<file path="src/rtl/csa_accum_pkg.sv">
`default_nettype none
// ============================================================================
// Module      : csa_accum_pkg
// Description : Shared state encoding and width helper for the carry-save
//               multi-operand accumulator.
// Revision    : 1.0 - initial release
// ============================================================================
package csa_accum_pkg;

    typedef enum logic [1:0] {
        IDLE    = 2'd0,
        ACCUM   = 2'd1,
        RESOLVE = 2'd2,
        DONE    = 2'd3
    } state_t;

    // Two operands per beat, so the headroom covers 2*MAX_BEATS addends.
    function automatic int acc_width(input int width, input int max_beats);
        return width + $clog2(2 * max_beats);
    endfunction

endpackage
`default_nettype wire

</file>
<file path="src/rtl/compressor_4_2.sv">
`default_nettype none
// ============================================================================
// Module      : compressor_4_2
// Description : Single-bit 4:2 compressor built from two chained full adders.
// Revision    : 1.0 - initial release
// ============================================================================
module compressor_4_2 (
    input  logic a1,
    input  logic a2,
    input  logic a3,
    input  logic a4,
    input  logic cin,
    output logic sum,
    output logic carry,
    output logic cout
);

    logic w_s1;

    // cout depends only on a1..a3, so the row has no ripple path through cin.
    assign w_s1  = a1 ^ a2 ^ a3;
    assign cout  = (a1 & a2) | (a1 & a3) | (a2 & a3);
    assign sum   = w_s1 ^ a4 ^ cin;
    assign carry = (w_s1 & a4) | (w_s1 & cin) | (a4 & cin);

endmodule
`default_nettype wire

</file>
<file path="src/rtl/compressor_row.sv">
`default_nettype none
// ============================================================================
// Module      : compressor_row
// Description : W-bit row of 4:2 compressors with cout->cin chaining between
//               neighbouring bits; purely combinational.
// Revision    : 1.0 - initial release
// ============================================================================
module compressor_row #(
    parameter int W = 20
) (
    input  logic [W-1:0] a1,
    input  logic [W-1:0] a2,
    input  logic [W-1:0] a3,
    input  logic [W-1:0] a4,
    output logic [W-1:0] sum,
    output logic [W-1:0] carry
);

    logic [W-1:0] w_cout;
    logic [W-1:0] w_cin;
    logic         w_unused_cout_top;

    assign w_cin[0]          = 1'b0;
    assign w_unused_cout_top = w_cout[W-1];

    generate
        for (genvar i = 0; i < W; i++) begin : g_bit
            if (i > 0) begin : g_chain
                assign w_cin[i] = w_cout[i-1];
            end
            compressor_4_2 u_cmp (
                .a1    (a1[i]),
                .a2    (a2[i]),
                .a3    (a3[i]),
                .a4    (a4[i]),
                .cin   (w_cin[i]),
                .sum   (sum[i]),
                .carry (carry[i]),
                .cout  (w_cout[i])
            );
        end
    endgenerate

endmodule
`default_nettype wire

</file>
<file path="src/rtl/csa_accum_seq.sv">
`default_nettype none
// ============================================================================
// Module      : csa_accum_seq
// Description : Sequential carry-save accumulator: one compressor row per beat,
//               one carry-propagate resolve cycle, valid/ready result.
// Revision    : 1.0 - initial release
// ============================================================================
module csa_accum_seq
    import csa_accum_pkg::*;
#(
    parameter  int WIDTH     = 16,
    parameter  int MAX_BEATS = 8,
    localparam int ACC_W     = acc_width(WIDTH, MAX_BEATS),
    localparam int CNT_W     = $clog2(MAX_BEATS + 1)
) (
    input  logic             clk,
    input  logic             rst,
    input  logic             in_valid,
    output logic             in_ready,
    input  logic [WIDTH-1:0] in_a,
    input  logic [WIDTH-1:0] in_b,
    input  logic             in_last,
    output logic             out_valid,
    input  logic             out_ready,
    output logic [ACC_W-1:0] out_sum,
    output logic [CNT_W-1:0] out_beats,
    output logic             out_err
);

    state_t             r_state;
    state_t             w_state_nxt;
    logic [ACC_W-1:0]   r_sum_q;
    logic [ACC_W-1:0]   r_carry_q;
    logic [CNT_W-1:0]   r_count;
    logic               r_err_pend;
    logic [ACC_W-1:0]   w_row_s_in;
    logic [ACC_W-1:0]   w_row_c_in;
    logic [ACC_W-1:0]   w_a_ext;
    logic [ACC_W-1:0]   w_b_ext;
    logic [ACC_W-1:0]   w_row_sum;
    logic [ACC_W-1:0]   w_row_carry;
    logic               w_unused_carry_top;
    logic [CNT_W-1:0]   w_count_nxt;
    logic               w_accept;
    logic               w_at_limit;
    logic               w_last;

    assign in_ready    = (r_state == IDLE) || (r_state == ACCUM);
    assign w_accept    = in_valid & in_ready;
    assign w_a_ext     = {{(ACC_W-WIDTH){1'b0}}, in_a};
    assign w_b_ext     = {{(ACC_W-WIDTH){1'b0}}, in_b};

    // A fresh accumulation starts from zero rather than clearing state on exit.
    assign w_row_s_in  = (r_state == IDLE) ? '0 : r_sum_q;
    assign w_row_c_in  = (r_state == IDLE) ? '0 : r_carry_q;
    assign w_count_nxt = (r_state == IDLE) ? CNT_W'(1) : r_count + CNT_W'(1);
    assign w_at_limit  = (w_count_nxt == CNT_W'(MAX_BEATS));
    assign w_last      = in_last | w_at_limit;

    assign w_unused_carry_top = w_row_carry[ACC_W-1];

    compressor_row #(.W(ACC_W)) u_row (
        .a1    (w_row_s_in),
        .a2    (w_row_c_in),
        .a3    (w_a_ext),
        .a4    (w_b_ext),
        .sum   (w_row_sum),
        .carry (w_row_carry)
    );

    always_ff @(posedge clk) begin
        if (rst) begin
            r_state <= IDLE;
        end else begin
            r_state <= w_state_nxt;
        end
    end

    always_comb begin
        w_state_nxt = r_state;
        case (r_state)
            IDLE, ACCUM: begin
                if (w_accept) begin
                    w_state_nxt = w_last ? RESOLVE : ACCUM;
                end
            end
            RESOLVE: w_state_nxt = DONE;
            DONE: begin
                if (out_valid && out_ready) begin
                    w_state_nxt = IDLE;
                end
            end
            default: w_state_nxt = IDLE;
        endcase
    end

    always_ff @(posedge clk) begin
        if (rst) begin
            r_sum_q    <= '0;
            r_carry_q  <= '0;
            r_count    <= '0;
            r_err_pend <= 1'b0;
            out_sum    <= '0;
            out_beats  <= '0;
            out_err    <= 1'b0;
            out_valid  <= 1'b0;
        end else begin
            if (w_accept) begin
                r_sum_q    <= w_row_sum;
                r_carry_q  <= {w_row_carry[ACC_W-2:0], 1'b0};
                r_count    <= w_count_nxt;
                r_err_pend <= w_at_limit & ~in_last;
            end
            if (r_state == RESOLVE) begin
                out_sum   <= r_sum_q + r_carry_q;
                out_beats <= r_count;
                out_err   <= r_err_pend;
                out_valid <= 1'b1;
            end else if ((r_state == DONE) && out_ready) begin
                out_valid <= 1'b0;
            end
        end
    end

endmodule
`default_nettype wire

</file>
<file path="config.mk">
export PLATFORM = sky130hd
export DESIGN_NAME = csa_accum_seq
export DESIGN_NICKNAME = d
export VERILOG_FILES = /design/src/rtl/csa_accum_pkg.sv /design/src/rtl/compressor_4_2.sv /design/src/rtl/compressor_row.sv /design/src/rtl/csa_accum_seq.sv
export SDC_FILE = /design/constraint.sdc
export NUM_CORES = 1
export LEC_CHECK = 0
export ABC_AREA = 1
export BUFFER_PORTS_ARGS = -buffer_cell sky130_fd_sc_hd__buf_2
export CAP_MARGIN = 10
export CORE_MARGIN = 2
export CORE_UTILIZATION = 58
export CTS_CLUSTER_SIZE = 12
export DETAILED_ROUTE_END_ITERATION = 10
export PLACE_DENSITY = 0.87
export SYNTH_ARGS = -nofsm -noshare
export SYNTH_HDL_FRONTEND = slang
export SYNTH_SLANG_ARGS = --single-unit
</file>
<file path="constraint.sdc">
create_clock -name clk -period 2.55 [get_ports clk]
set_input_delay 0.1275 -clock clk [delete_from_list [all_inputs] [get_ports clk]]
set_output_delay 0.1275 -clock clk [all_outputs]
set_load 0.01 [all_outputs]
</file>
==> metrics.txt, run 1 <==
outcome finished clean; RR Startpoint r_state[1]$_SDFFE_PP0P_; overall routing resource usage between 20% and 30%; Seq pwr share approximately two fifths; Setup violations, final 0; DRT iter0 DRCs roughly 210; kind of end point of the critical path flip-flop; final WL about 10 mm; # hold bufs at CTS 0; cell depth of the worst hold path 4; post-synth top area cell dfxtp_1; Min-Delay Path Class in2reg; clock transition at the registers of the reported paths approximately 0.080 ns; Max Slew Vio Count 0; die width 92.77 µm; Util after Layout 67.01%; TritonCTS buffer count 9; vias in the first global route 3,946; layout cells sized above 1 14.48%; n_diodes 0; Synth Warn # 0; Min Hold Slack 0.07666 ns; CTS Buffer Depth 2; syn_nets 713; DR vias 4,090; Synth cell types 27; sequential element share of the synthesized area 31.54%; number of fill cells in the layout 683; share of the synthesized area in the top cell type 31.54%; pin slew with the least headroom to its limit 0.5126 ns; P_int 2170 µW; CTS resizes 0; Slew HR 65.83%; Mapped Area 4571 µm²; ANT nets after route 0; Sink Count 72; first-pass GRT wire length around 18 mm; area delta synth->final 12.70%; antenna violations before repair 0; Clock power frac between 20 and 30%; max-cap violations 0; Hold Vio Cnt, Final 0; Root Buffer clkbuf_8; CTS tree done; Critical Path AT around 2.4 ns; Switching Share 36.10%; R2R Path End r_sum_q[4]$_SDFFE_PP0P_; GPL Wtd Cong 0.9409; row cnt 32; drt wl/cell about 13 µm; post-synthesis register bit count 72; CP Max Fanout 37; RSZ-0062 raised after global routing false; Reg2Reg Depth 7; power share of the combinational group between 30% and 40%; Top-Level Pins 64; Total Power 3397 µW; WS Path Type reg2reg; Hold Path Origin in_last; via/cell ratio 5.250; Pre-antenna DRT Iters 5; Critical Path Source Type flip-flop; Core Region between 7000 and 8000 µm²; total grt overflow 0; Initial Util 59.46%; Final Cycle Share between 80 and 90%; post-CTS setup buffers 0; CTS H-tree lvls 3; Hold Path End r_err_pend$_SDFFE_PP0P_; fin crit period ~2.2 ns; Layout Nets 767; Syn Area/Cell roughly 7.4 µm²; Cells after Synth 618; number of remaining DRC errors 0; Worst-Skew Late Latency 0.36 ns; clk_skew 0.01088 ns; reg2reg setup slack 0.37 ns; Detailed Place HPWL 7.634 mm; Die Span Y 92.77 µm; Die ar. around 8600 µm²; Seq. cell area around 1400 µm²; Port Buffers 63; Critical Path RT 2.80 ns; Sw Pwr ~1200 µW; area occupied by multi-input gates 2674 µm²; Sum Neg Setup Slack 0 ns; power density over cell area between 600 and 700 nW/µm²; Pleak around 0.0026 µW; synth top area cells dfxtp_1, fa_1, nor2_1; worst vdd ir 0.4217 mV; largest net degree at the start of global routing between 50 and 60; fmax 458.0 MHz
## power groups by stage
stage | sequential [µW] | clock [µW] | combinational (µW)
2_1_floorplan | 1390 | 0 | 770
3_3_place_gp | 1380 | 0 | 1070
3_5_place_dp | 1380 | 0 | 1110
4_1_cts | 1360 | 930 | 1120
5_1_grt | 1380 | 973 | 1290
6_report | 1360 | 918 | 1120
## worst max-delay path by stage
| stage | start | to |
|---|---|---|
| final | r_state[1]$_SDFFE_PP0P_ | r_sum_q[4]$_SDFFE_PP0P_ |
| after global routing | r_carry_q[1]$_SDFFE_PP0P_ | out_sum[13]$_SDFFE_PP0P_ |
| after CTS | r_state[1]$_SDFFE_PP0P_ | r_carry_q[12]$_SDFFE_PP0P_ |
| after detailed placement | r_state[1]$_SDFFE_PP0P_ | r_carry_q[12]$_SDFFE_PP0P_ |
| after global placement | r_state[1]$_SDFFE_PP0P_ | r_sum_q[14]$_SDFFE_PP0P_ |
| after floorplan | r_state[1]$_SDFFE_PP0P_ | r_sum_q[2]$_SDFFE_PP0P_ |
## per-layer routing
metal	vias to the layer above	share of wire [%]	GRT usage, %
met2	89	48	44.08
met5	-	0	0
li1	2067	-	-
met4	0	2.5	9.681
met3	25	4.2	4.963
met1	1909	45	32.34
## synthesized netlist by cell type
| master | n |
|---|---|
| a21oi_1 | 65 |
| a21oi_2 | 3 |
| a31oi_1 | 1 |
| and2_1 | 1 |
| buf_1 | 3 |
| buf_2 | 10 |
| buf_4 | 2 |
| clkbuf_1 | 9 |
| clkbuf_2 | 2 |
| dfxtp_1 | 72 |
| fa_1 | 31 |
| ha_1 | 27 |
| inv_1 | 89 |
| inv_2 | 1 |
| nand2_1 | 81 |
| nand2_2 | 5 |
| nand3_1 | 25 |
| nand3_2 | 2 |
| nand4_1 | 2 |
| nor2_1 | 102 |
| nor2_2 | 2 |
| nor3_1 | 3 |
| o211ai_1 | 3 |
| o21ai_0 | 59 |
| o21ai_1 | 8 |
| xnor2_1 | 3 |
| xor2_1 | 7 |
## cell families after synthesis
logic type | Yosys count | share of synthesized area (%)
fa+ha+maj | 58 | 20.97
buf+inv | 116 | 10.02
xor+xnor | 10 | 1.916
flops | 72 | 31.54
compound gates | 139 | 15.66
simple gates | 223 | 19.90
## stage by stage
| stage | setup slack, ns | std cells | instance area (µm²) |
|---|---|---|---|
| floorplan | 0.2991 | 618 | 4571 |
| global placement | 0.4504 | 763 | 4954 |
| detailed placement | 0.3829 | 763 | 4954 |
| CTS | 0.3533 | 779 | 5151 |
| global route | 0.1803 | 779 | 5151 |
| finish | 0.3665 | 779 | 5151 |
## area by class of cell
| cell class | count | area share (%) |
|---|---|---|
| clock buffer | 11 | 2.745 |
| clock inverter | 5 | 1.093 |
| inverter | 90 | 6.558 |
| multi-input combinational | 430 | 51.91 |
| sequential | 72 | 27.98 |
| tap | 102 | 2.478 |
| timing repair buffer | 69 | 7.238 |
## flip-flops by register name (all words and copies together) (netlist names)
register,flops
r_err_pend,1
out_sum,20
r_sum_q,20
r_count,4
out_beats,4
out_err,1
r_carry_q,19
out_valid,1
r_state,2
## worst max-delay path: stages (launching register included)
cell,delay [ns]
dfxtp_1,0.36
nor2_2,0.19
buf_12,0.22
nor2_1,0.08
fa_1,0.54
fa_1,0.43
o21ai_0,0.18
a21oi_1,0.05
## layout by cell type, fill, tap and decap left out, types with 2 or more instances in the layout
cell type / count
a21oi_1: 65
a21oi_2: 3
buf_2: 63
buf_4: 5
clkbuf_8: 10
clkinv_2: 2
dfxtp_1: 72
fa_1: 31
ha_1: 27
inv_1: 89
nand2_1: 81
nand2_2: 5
nand3_1: 25
nand3_2: 2
nand4_1: 2
nor2_1: 101
nor2_2: 3
nor3_1: 3
o211ai_1: 3
o21ai_0: 59
o21ai_1: 8
xnor2_1: 3
xor2_1: 7
No activity file was read; power rests on OpenSTA's default activity.
==> run 2, diff against run 1 <==
Settings changed: CORE_UTILIZATION 58 to 50, PLACE_DENSITY 0.87 to 0.76, SYNTH_HIERARCHICAL set to 1.
==> metrics.txt, run 2 <==
Die ar. 11,320 µm² (was 8606 µm²); R2R Path End r_sum_q[9]$_SDFFE_PP0P_ (was r_sum_q[4]$_SDFFE_PP0P_); CTS Buffer Depth 2 (unchanged); Top-Level Pins 64 (unchanged); Synth Warn # 6 (was 0); worst path cell trace nor2_2 > buf_12 > nor2_1 > inv_1 > fa_1 > inv_1 > inv_1 > fa_1 > inv_1 > o21ai_0 > a21oi_1 (was nor2_2 > buf_12 > nor2_1 > fa_1 > fa_1 > o21ai_0 > a21oi_1); Worst-Skew Late Latency 0.35 ns (was 0.36 ns); Top Registers out_sum: 20 flops, r_sum_q: 20 flops, r_carry_q: 19 flops (unchanged); Mapped Area 5243 µm² (was 4571 µm²); GPL Wtd Cong 0.9533 (was 0.9409); outcome finished clean (unchanged); first-pass GRT wire length 18.20 mm (was 17.77 mm); drt wl/cell 10.39 µm (was 13.01 µm); Critical Path Source Type flip-flop (unchanged); fmax 430.0 MHz (was 458.0 MHz); Hold Path Origin out_ready (was in_last); cell depth of the worst hold path 4 (unchanged); Pre-antenna DRT Iters 5 (unchanged); Sink Count 72 (unchanged); Critical Path RT 2.76 ns (was 2.80 ns); Place WS 0.2773 ns (was 0.3829 ns); Max Slew Vio Count 0 (unchanged); most frequent cells in the layout inv_1, nor2_1, nand2_1 (was nor2_1, inv_1, nand2_1); Layout Nets 936 (was 767); fin crit period 2.326 ns (was 2.184 ns); Slew HR 45.06% (was 65.83%); Cells after Synth 777 (was 618); number of remaining DRC errors 0 (unchanged); # hold bufs at CTS 0 (unchanged); largest net degree at the start of global routing 58 (was 57); Die Span Y 106.4 µm (was 92.77 µm); worst vdd ir 0.2515 mV (was 0.4217 mV); Root Buffer clkbuf_8 (unchanged); antenna violations before repair 0 (unchanged); most common cell after layout, fill and taps aside inv_1 (was nor2_1); number of fill cells in the layout 1,024 (was 683); die width 106.4 µm (was 92.77 µm); power density over cell area 595.5 nW/µm² (was 659.4 nW/µm²); clk_skew 0.01061 ns (was 0.01088 ns); Hold Vio Cnt, Final 0 (unchanged); Worst path slowest cell fa_1 (unchanged); Syn Area/Cell 6.747 µm² (was 7.396 µm²); pin slew with the least headroom to its limit 0.8241 ns (was 0.5126 ns); ANT nets after route 0 (unchanged); TritonCTS buffer count 9 (unchanged); final WL 10.18 mm (was 10.13 mm); via/cell ratio 4.580 (was 5.250); DR vias 4,488 (was 4,090); Setup violations, final 0 (unchanged); reg2reg setup slack 0.22 ns (was 0.37 ns); total grt overflow 0 (unchanged); CTS resizes 0 (unchanged); CP Max Fanout 40 (was 37); Final WS setup 0.2243 ns (was 0.3665 ns); RSZ-0062 raised after global routing false (unchanged); Worst path most repeated cell inv_1 (was fa_1); Detailed Place HPWL 7.834 mm (was 7.634 mm); Pleak 0.003153 µW (was 0.002604 µW); slowest stage delay, CP 0.50 ns (was 0.54 ns); clock transition at the registers of the reported paths 0.08 ns (about the same); Initial Util 51.24% (was 59.46%); Util after Layout 57.92% (was 67.01%); vias in the first global route 4,164 (was 3,946); kind of end point of the critical path flip-flop (unchanged); overall routing resource usage 19.70% (was 25.81%); Core Region 10,230 µm² (was 7687 µm²); Sum Neg Setup Slack 0 ns (unchanged); RR Startpoint r_state[1]$_SDFFE_PP0P_ (unchanged); max-cap violations 0 (unchanged); area delta synth->final 13.03% (was 12.70%); post-CTS setup buffers 0 (unchanged); layout cells sized above 1 11.61% (was 14.48%); Critical Path AT 2.54 ns (was 2.43 ns); Port Buffers 63 (unchanged); Reg2Reg Depth 11 (was 7); n_diodes 0 (unchanged); row cnt 37 (was 32); Hold Path End out_valid$_SDFFE_PP0P_ (was r_err_pend$_SDFFE_PP0P_); CTS H-tree lvls 3 (unchanged); CTS tree done (unchanged); Final Cycle Share 91.20% (was 85.63%); DRT iter0 DRCs 187 (was 213); WS Path Type reg2reg (unchanged); Min-Delay Path Class in2reg (unchanged)
## run 2: how the worst max path moves through the flow
stage | start | cells after the start | end
detailed placement | r_state[1]$_SDFFE_PP0P_ | 11 | r_sum_q[9]$_SDFFE_PP0P_
global placement | r_state[1]$_SDFFE_PP0P_ | 11 | r_sum_q[16]$_SDFFE_PP0P_
global route | r_state[1]$_SDFFE_PP0P_ | 11 | r_sum_q[9]$_SDFFE_PP0P_
finish | r_state[1]$_SDFFE_PP0P_ | 11 | r_sum_q[9]$_SDFFE_PP0P_
CTS | r_state[1]$_SDFFE_PP0P_ | 11 | r_sum_q[9]$_SDFFE_PP0P_
floorplan | r_state[1]$_SDFFE_PP0P_ | 10 | r_sum_q[10]$_SDFFE_PP0P_
## run 2: critical path, delay by kind of cell, from the launching register on
| family | cells | cell delay (ns) |
|---|---|---|
| and+or+nand+nor | 2 | 0.23 |
| buffers and inverters | 5 | 0.41 |
| adders and majority gates | 2 | 0.92 |
| DFF | 1 | 0.42 |
| AOI/OAI and AO/OA | 2 | 0.20 |
## run 2: layer usage
layer | wire (µm) | up-vias | global-route usage (%)
li1 | - | 2394 | -
met1 | 5200 | 2002 | 27.33
met2 | 4511 | 79 | 31.09
met3 | 323 | 13 | 2.698
met4 | 146 | 0 | 7.707
met5 | 0 | - | 0
## run 2: power by group
group | switching (µW) | leakage (µW) | internal [µW]
sequential | 88.1 | 0.000595 | 1270
clock | 445 | 0.0000916 | 451
combinational | 783 | 0.00247 | 487
## run 2: area by class of cell
cell class / instances / area, µm² / share of cell area, %
clock buffers: 9 / 123.9 / 2.090
inverters: 248 / 930.9 / 15.71
flip-flops and latches: 72 / 1441 / 24.32
clock inverters: 7 / 71.32 / 1.204
multi-input cells: 439 / 2790 / 47.09
well taps: 136 / 170.2 / 2.872
repair buffers: 69 / 397.9 / 6.715
## run 2: metrics by stage
step	std cells	power [µW]	area [µm²]	hold WS, ns
5_1_grt	980	3830	5926	0.08672
4_1_cts	980	3558	5926	0.06772
3_5_place_dp	964	2662	5731	0.4438
6_report	980	3529	5926	0.08436
2_1_floorplan	785	2312	5273	0.3091
3_3_place_gp	964	2623	5731	0.4280
